### src/rtl/dmem_port_arbiter.sv
// Two-requester arbiter for one data-RAM port: zero-latency command mux, round-robin
// grants locked across stalls, in-order read-response routing via an ID FIFO.
// Define DMEM_ARB_FIXED_PRIO_EN to replace round-robin with fixed r0-first priority.
module dmem_port_arbiter #(
   parameter int unsigned ADDR_W  = 15,
   parameter int unsigned MAX_OUT = 4
) (
   input  logic                             clk,
   input  logic                             rstf,
   input  logic                             r0_cmd_valid,
   output logic                             r0_cmd_ready,
   input  logic                             r0_cmd_we,
   input  logic [ADDR_W-1:0]                r0_cmd_addr,
   input  logic [31:0]                      r0_cmd_data,
   input  logic [3:0]                       r0_cmd_mask,
   output logic                             r0_rsp_valid,
   output logic [31:0]                      r0_rsp_data,
   input  logic                             r1_cmd_valid,
   output logic                             r1_cmd_ready,
   input  logic                             r1_cmd_we,
   input  logic [ADDR_W-1:0]                r1_cmd_addr,
   input  logic [31:0]                      r1_cmd_data,
   input  logic [3:0]                       r1_cmd_mask,
   output logic                             r1_rsp_valid,
   output logic [31:0]                      r1_rsp_data,
   output logic                             m_cmd_valid,
   input  logic                             m_cmd_ready,
   output logic                             m_cmd_we,
   output logic [ADDR_W-1:0]                m_cmd_addr,
   output logic [31:0]                      m_cmd_data,
   output logic [3:0]                       m_cmd_mask,
   input  logic                             m_rsp_valid,
   input  logic [31:0]                      m_rsp_data,
   output logic                             err_orphan,
   output logic [$clog2(MAX_OUT+1)-1:0]     outstanding
);

   localparam int unsigned CNT_W = $clog2(MAX_OUT + 1);
   localparam int unsigned PTR_W = (MAX_OUT > 1) ? $clog2(MAX_OUT) : 1;

   logic [CNT_W-1:0]   cnt_q, cnt_d;
   logic [PTR_W-1:0]   wr_ptr_q, wr_ptr_d, rd_ptr_q, rd_ptr_d;
   logic [MAX_OUT-1:0] id_mem_q, id_mem_d;
   logic               lock_q, lock_d, lock_sel_q, lock_sel_d;
   logic               err_q, err_d;
`ifndef DMEM_ARB_FIXED_PRIO_EN
   logic               rr_q, rr_d;
`endif

   logic full, elig0, elig1, cand0, cand1;
   logic sel, sel_elig, hs, push, pop, head;

   function automatic logic [PTR_W-1:0] ptr_inc(input logic [PTR_W-1:0] p);
      return (p == PTR_W'(MAX_OUT - 1)) ? '0 : p + PTR_W'(1);
   endfunction

   // Reads are held off while every ID slot is in use; writes never need a slot.
   assign full  = (cnt_q == CNT_W'(MAX_OUT));
   assign elig0 = r0_cmd_we | ~full;
   assign elig1 = r1_cmd_we | ~full;
   assign cand0 = r0_cmd_valid & elig0;
   assign cand1 = r1_cmd_valid & elig1;

   always_comb begin
      sel = cand1;
      if (lock_q) begin
         sel = lock_sel_q;
      end else if (cand0 & cand1) begin
`ifdef DMEM_ARB_FIXED_PRIO_EN
         sel = 1'b0;
`else
         sel = rr_q;
`endif
      end
   end

   assign sel_elig     = sel ? elig1 : elig0;
   assign m_cmd_valid  = (sel ? r1_cmd_valid : r0_cmd_valid) & sel_elig;
   assign m_cmd_we     = sel ? r1_cmd_we   : r0_cmd_we;
   assign m_cmd_addr   = sel ? r1_cmd_addr : r0_cmd_addr;
   assign m_cmd_data   = sel ? r1_cmd_data : r0_cmd_data;
   assign m_cmd_mask   = sel ? r1_cmd_mask : r0_cmd_mask;
   assign r0_cmd_ready = m_cmd_ready & ~sel & sel_elig;
   assign r1_cmd_ready = m_cmd_ready &  sel & sel_elig;

   assign hs   = m_cmd_valid & m_cmd_ready;
   assign push = hs & ~m_cmd_we;
   assign pop  = m_rsp_valid & (cnt_q != '0);
   assign head = id_mem_q[rd_ptr_q];

   assign r0_rsp_valid = pop & ~head;
   assign r1_rsp_valid = pop &  head;
   assign r0_rsp_data  = m_rsp_data;
   assign r1_rsp_data  = m_rsp_data;
   assign err_orphan   = err_q;
   assign outstanding  = cnt_q;

   // Next-state: lock, rr pointer, ID FIFO and the sticky orphan flag.
   always_comb begin
      lock_d     = m_cmd_valid & ~m_cmd_ready;
      lock_sel_d = sel;
      err_d      = err_q | (m_rsp_valid & (cnt_q == '0));
      id_mem_d   = id_mem_q;
      wr_ptr_d   = wr_ptr_q;
      rd_ptr_d   = rd_ptr_q;
      cnt_d      = cnt_q;
`ifndef DMEM_ARB_FIXED_PRIO_EN
      rr_d       = hs ? ~sel : rr_q;
`endif
      if (push) begin
         id_mem_d[wr_ptr_q] = sel;
         wr_ptr_d           = ptr_inc(wr_ptr_q);
      end
      if (pop) begin
         rd_ptr_d = ptr_inc(rd_ptr_q);
      end
      case ({push, pop})
         2'b10:   cnt_d = cnt_q + CNT_W'(1);
         2'b01:   cnt_d = cnt_q - CNT_W'(1);
         default: cnt_d = cnt_q;
      endcase
   end

   always_ff @(posedge clk or negedge rstf) begin
      if (!rstf) begin
         cnt_q      <= '0;
         wr_ptr_q   <= '0;
         rd_ptr_q   <= '0;
         id_mem_q   <= '0;
         lock_q     <= 1'b0;
         lock_sel_q <= 1'b0;
         err_q      <= 1'b0;
`ifndef DMEM_ARB_FIXED_PRIO_EN
         rr_q       <= 1'b0;
`endif
      end else begin
         cnt_q      <= cnt_d;
         wr_ptr_q   <= wr_ptr_d;
         rd_ptr_q   <= rd_ptr_d;
         id_mem_q   <= id_mem_d;
         lock_q     <= lock_d;
         lock_sel_q <= lock_sel_d;
         err_q      <= err_d;
`ifndef DMEM_ARB_FIXED_PRIO_EN
         rr_q       <= rr_d;
`endif
      end
   end

endmodule

### config.mk
export PLATFORM = sky130hd
export DESIGN_NAME = dmem_port_arbiter
export DESIGN_NICKNAME = d
export VERILOG_FILES = /design/src/rtl/dmem_port_arbiter.sv
export SDC_FILE = /design/constraint.sdc
export NUM_CORES = 1
export LEC_CHECK = 0
export CORE_AREA = 4 4 103 105
export CTS_CLUSTER_SIZE = 40
export DETAILED_ROUTE_END_ITERATION = 6
export DIE_AREA = 0 0 107 109
export GPL_TIMING_DRIVEN = 0
export PLACE_DENSITY = 0.79
export SLEW_MARGIN = 20
export SYNTH_ARGS = -nofsm -noshare
export SYNTH_HDL_FRONTEND = slang
export SYNTH_SLANG_ARGS = --single-unit
### constraint.sdc
create_clock -name clk -period 5.26 [get_ports clk]
set_clock_uncertainty 0.2 [all_clocks]
set_input_delay 1.052 -clock clk [delete_from_list [all_inputs] [get_ports clk]]
set_output_delay 1.052 -clock clk [all_outputs]
set_load 0.05 [all_outputs]
==> results.md <==
- Comb power frac: 0.819
- Post-Synth Adder-Cell Area: 0.0440
- Core area: approximately 0.0096 mm²
- XOR/XNOR Fraction of Synth Area: 0.0121
- Reg2Reg Setup Slack: between 2000 and 3000 ps
- Synth area leader: buf_4
- Post-synth top area share: 0.222
- Vias: roughly 2400
- Rows: 36
- Largest net degree at the start of global routing: 16
- Final Setup Violations: 0
- GRT overflow: 0
- Initial antenna violation count: 2
- Vias in the first global route: 2446
- Proportion of layout cells with a drive suffix above 1: 0.241
- PostCTS Resize Cnt: 0
- FF-to-FF Start: lock_q
- Number of synthesized register bits: 15
- Vias per Instance: a little over 4
- Nets: 598
- HPWL Detailed: approximately 8600 µm
- Most common cell after layout, fill and taps aside: clkdlybuf4s50_1
- Max Buffers Root-to-Sink: 2
- Fraction of registers with async set/reset: 1.00
- Max cap viols: 0
- Die ar.: about 0.012 mm²
- Hold-fix buffers at CTS: 0
- Avg Inst Size Synth: 10.3 µm²
- Root buffer cell: clkbuf_8
- Worst Tran Pin Value: about 670 ps
- Fmax: around 0.2 GHz
- Post-synth EDFFs: 0
- CTS clk-pin slew, worst paths: roughly 60 ps
- Sw Pwr: 0.945 mW
- Worst Hold Slack: around 250 ps
- CTS H-Tree Depth: 1
- Drt total wl: ~9600 µm
- Syn_nets: between 300 and 400
- Synth area leaders: buf_4 22%, dfrtp_1 17%, mux2_4 17%, mux2_1 16%, ha_1 3.5%
- Synth Area in Simple Gates: 0.0636
- 1st-pass router iterations: 4
- Lkg Pwr: about 2.0 nW
- CP startpoint: r0_cmd_we
- Mux cell area share after synthesis: 0.364
- Worst hold path startpoint: err_orphan
- Iteration-0 DRC Markers: 48
- Crit path launch type: input pin
- Reg power frac: 0.128
- Fin Setup TNS: 0 ps
- Largest family of logic cells by synthesized area: multiplexers
- Post-CTS Setup Repair Bufs: 0
- Clock share of power: 0.053
- Mapped Cells: 211
- Clock buffer count from CTS: 3
- Initial core utilization: 0.224
- Worst VDD drop: 0.000301 V
- Worst Hold Class: register to register
- Post-route minimum period: 4950 ps
- Global-route wire length before repair: 13400 µm
- P_int: roughly 0.84 mW
- Mapped cell area: roughly 0.0022 mm²
- Ys flop type: dfrtp_1
- Switching Share: 0.531
- CTS tree: yes
- Pwr Density: between 300 and 400 mW/mm²
- Die height: around 110 µm
- Worst skew pair latency: 250 ps
- Most frequent cells in the layout: 233 x clkdlybuf4s50_1, 64 x buf_4, 30 x mux2_1
- Post-synthesis sequential area ratio: 0.174
- Synth warnings: 0
- PortBufs: between 200 and 250
- Relative slew slack: 0.554
- Endpoints failing hold: 0
- Worst EP required: 4010 ps
- Layout area overhead: 118%
- Synth Area in Compound Gates: 0.0792
- Die Wd: roughly 110 µm
- Total Routing Usage GR: 0.146
- RSZ-0062 raised after global routing: no
- # DRC: 0
- Crit path max fanout: 10
- Synth cell types: 36
- Antenna Nets Post-Route: 0
- DR WL/cell: between 15 and 20 µm
- Crit. End Element: output port
- Critical path class: input pin to output port
- RD Place Congestion: about 0.8
- # IOs: approximately 270
- Pins Over Slew Limit: 0
- Clock tree sinks: 15
- Arr. time, crit path: 3700 ps
- Final Cycle Share: 0.942
- Run status: complete, no violations
stage by stage:
stage / setup slack [ps] / total power [mW] / utilization / instances / instance area [µm²]
finish: 306 / 1.78 / 0.489 / 583 / 4720
global route: 113 / 1.87 / 0.489 / 583 / 4720
CTS: 48.6 / 1.79 / 0.488 / 581 / 4710
detailed placement: 52.8 / 1.69 / 0.484 / 577 / 4660
global placement: 83.5 / 1.67 / 0.484 / 577 / 4660
floorplan: 1470 / 1.23 / - / 211 / 2160
synth_stat cells (2+ instances only):
library cell and count:
ha_1 6, mux2_2 5, nor2b_1 4, o21ai_1 2
a211oi_1 5, mux2_1 30, buf_4 64, nor3_1 2
dfrtp_1 15, buf_6 4, xor2_1 2, mux2_4 24
nand2_1 4, nor2_1 4, nand3_1 6, a21o_1 3
nand2b_1 4, buf_2 3, inv_1 7
path summary, 6_finish.rpt:
path | to | cells after the start
max | m_cmd_data[9] | 8
min | err_orphan | 1
max reg2reg | outstanding[2] | 10
min reg2reg | err_orphan | 1
max in group asynchronous | rd_ptr_q[1] | 1
min in group asynchronous | lock_q | 1
power by group through the flow:
stage          combinational [mW]  sequential [mW]  clock, mW
3_3_place_gp                 1.45            0.223          0
2_1_floorplan               0.965            0.268          0
6_report                     1.46            0.228     0.0948
4_1_cts                      1.47            0.227     0.0964
3_5_place_dp                 1.46            0.229          0
5_1_grt                      1.53            0.235      0.103
routing by layer:
layer | track usage | share of wire
met5 | 0 | 0
met4 | 0.0484 | 0.026
met3 | 0.0337 | 0.079
met2 | 0.295 | 0.56
met1 | 0.144 | 0.33
logic make-up after synthesis:
| family | count (synthesis) |
|---|---|
| AOI/OAI and AO/OA | 20 |
| xor gates and xnor gates | 3 |
| adders and majority gates | 7 |
| buffers and inverters | 79 |
| DFF | 15 |
| muxes | 61 |
| and+or+nand+nor | 26 |
layout make-up:
type | instances | area, µm²
Clock buffer | 4 | 45.0
Tap cell | 133 | 166
Buffer | 72 | 544
Timing Repair Buffer | 233 | 2330
Sequential cell | 15 | 375
Multi-Input combinational cell | 117 | 1220
Antenna cell | 2 | 5.00
Inverter | 7 | 26.3
Fill cell | 895 | 4920
sequential cells by signal, indices dropped and copies added (netlist names):
signal,flops
err_orphan,1
id_mem_q,4
lock_q,1
lock_sel_q,1
outstanding,3
rd_ptr_q,2
rr_q,1
wr_ptr_q,2
critical path: stages:
cell and delay, ps:
clkdlybuf4s50_1 490, nor4b_2 410, o221ai_4 170, nand2_1 150, buf_6 180, buf_6 190, mux2_4 310, clkdlybuf4s50_1 730
No activity file was read; power rests on OpenSTA's default activity.
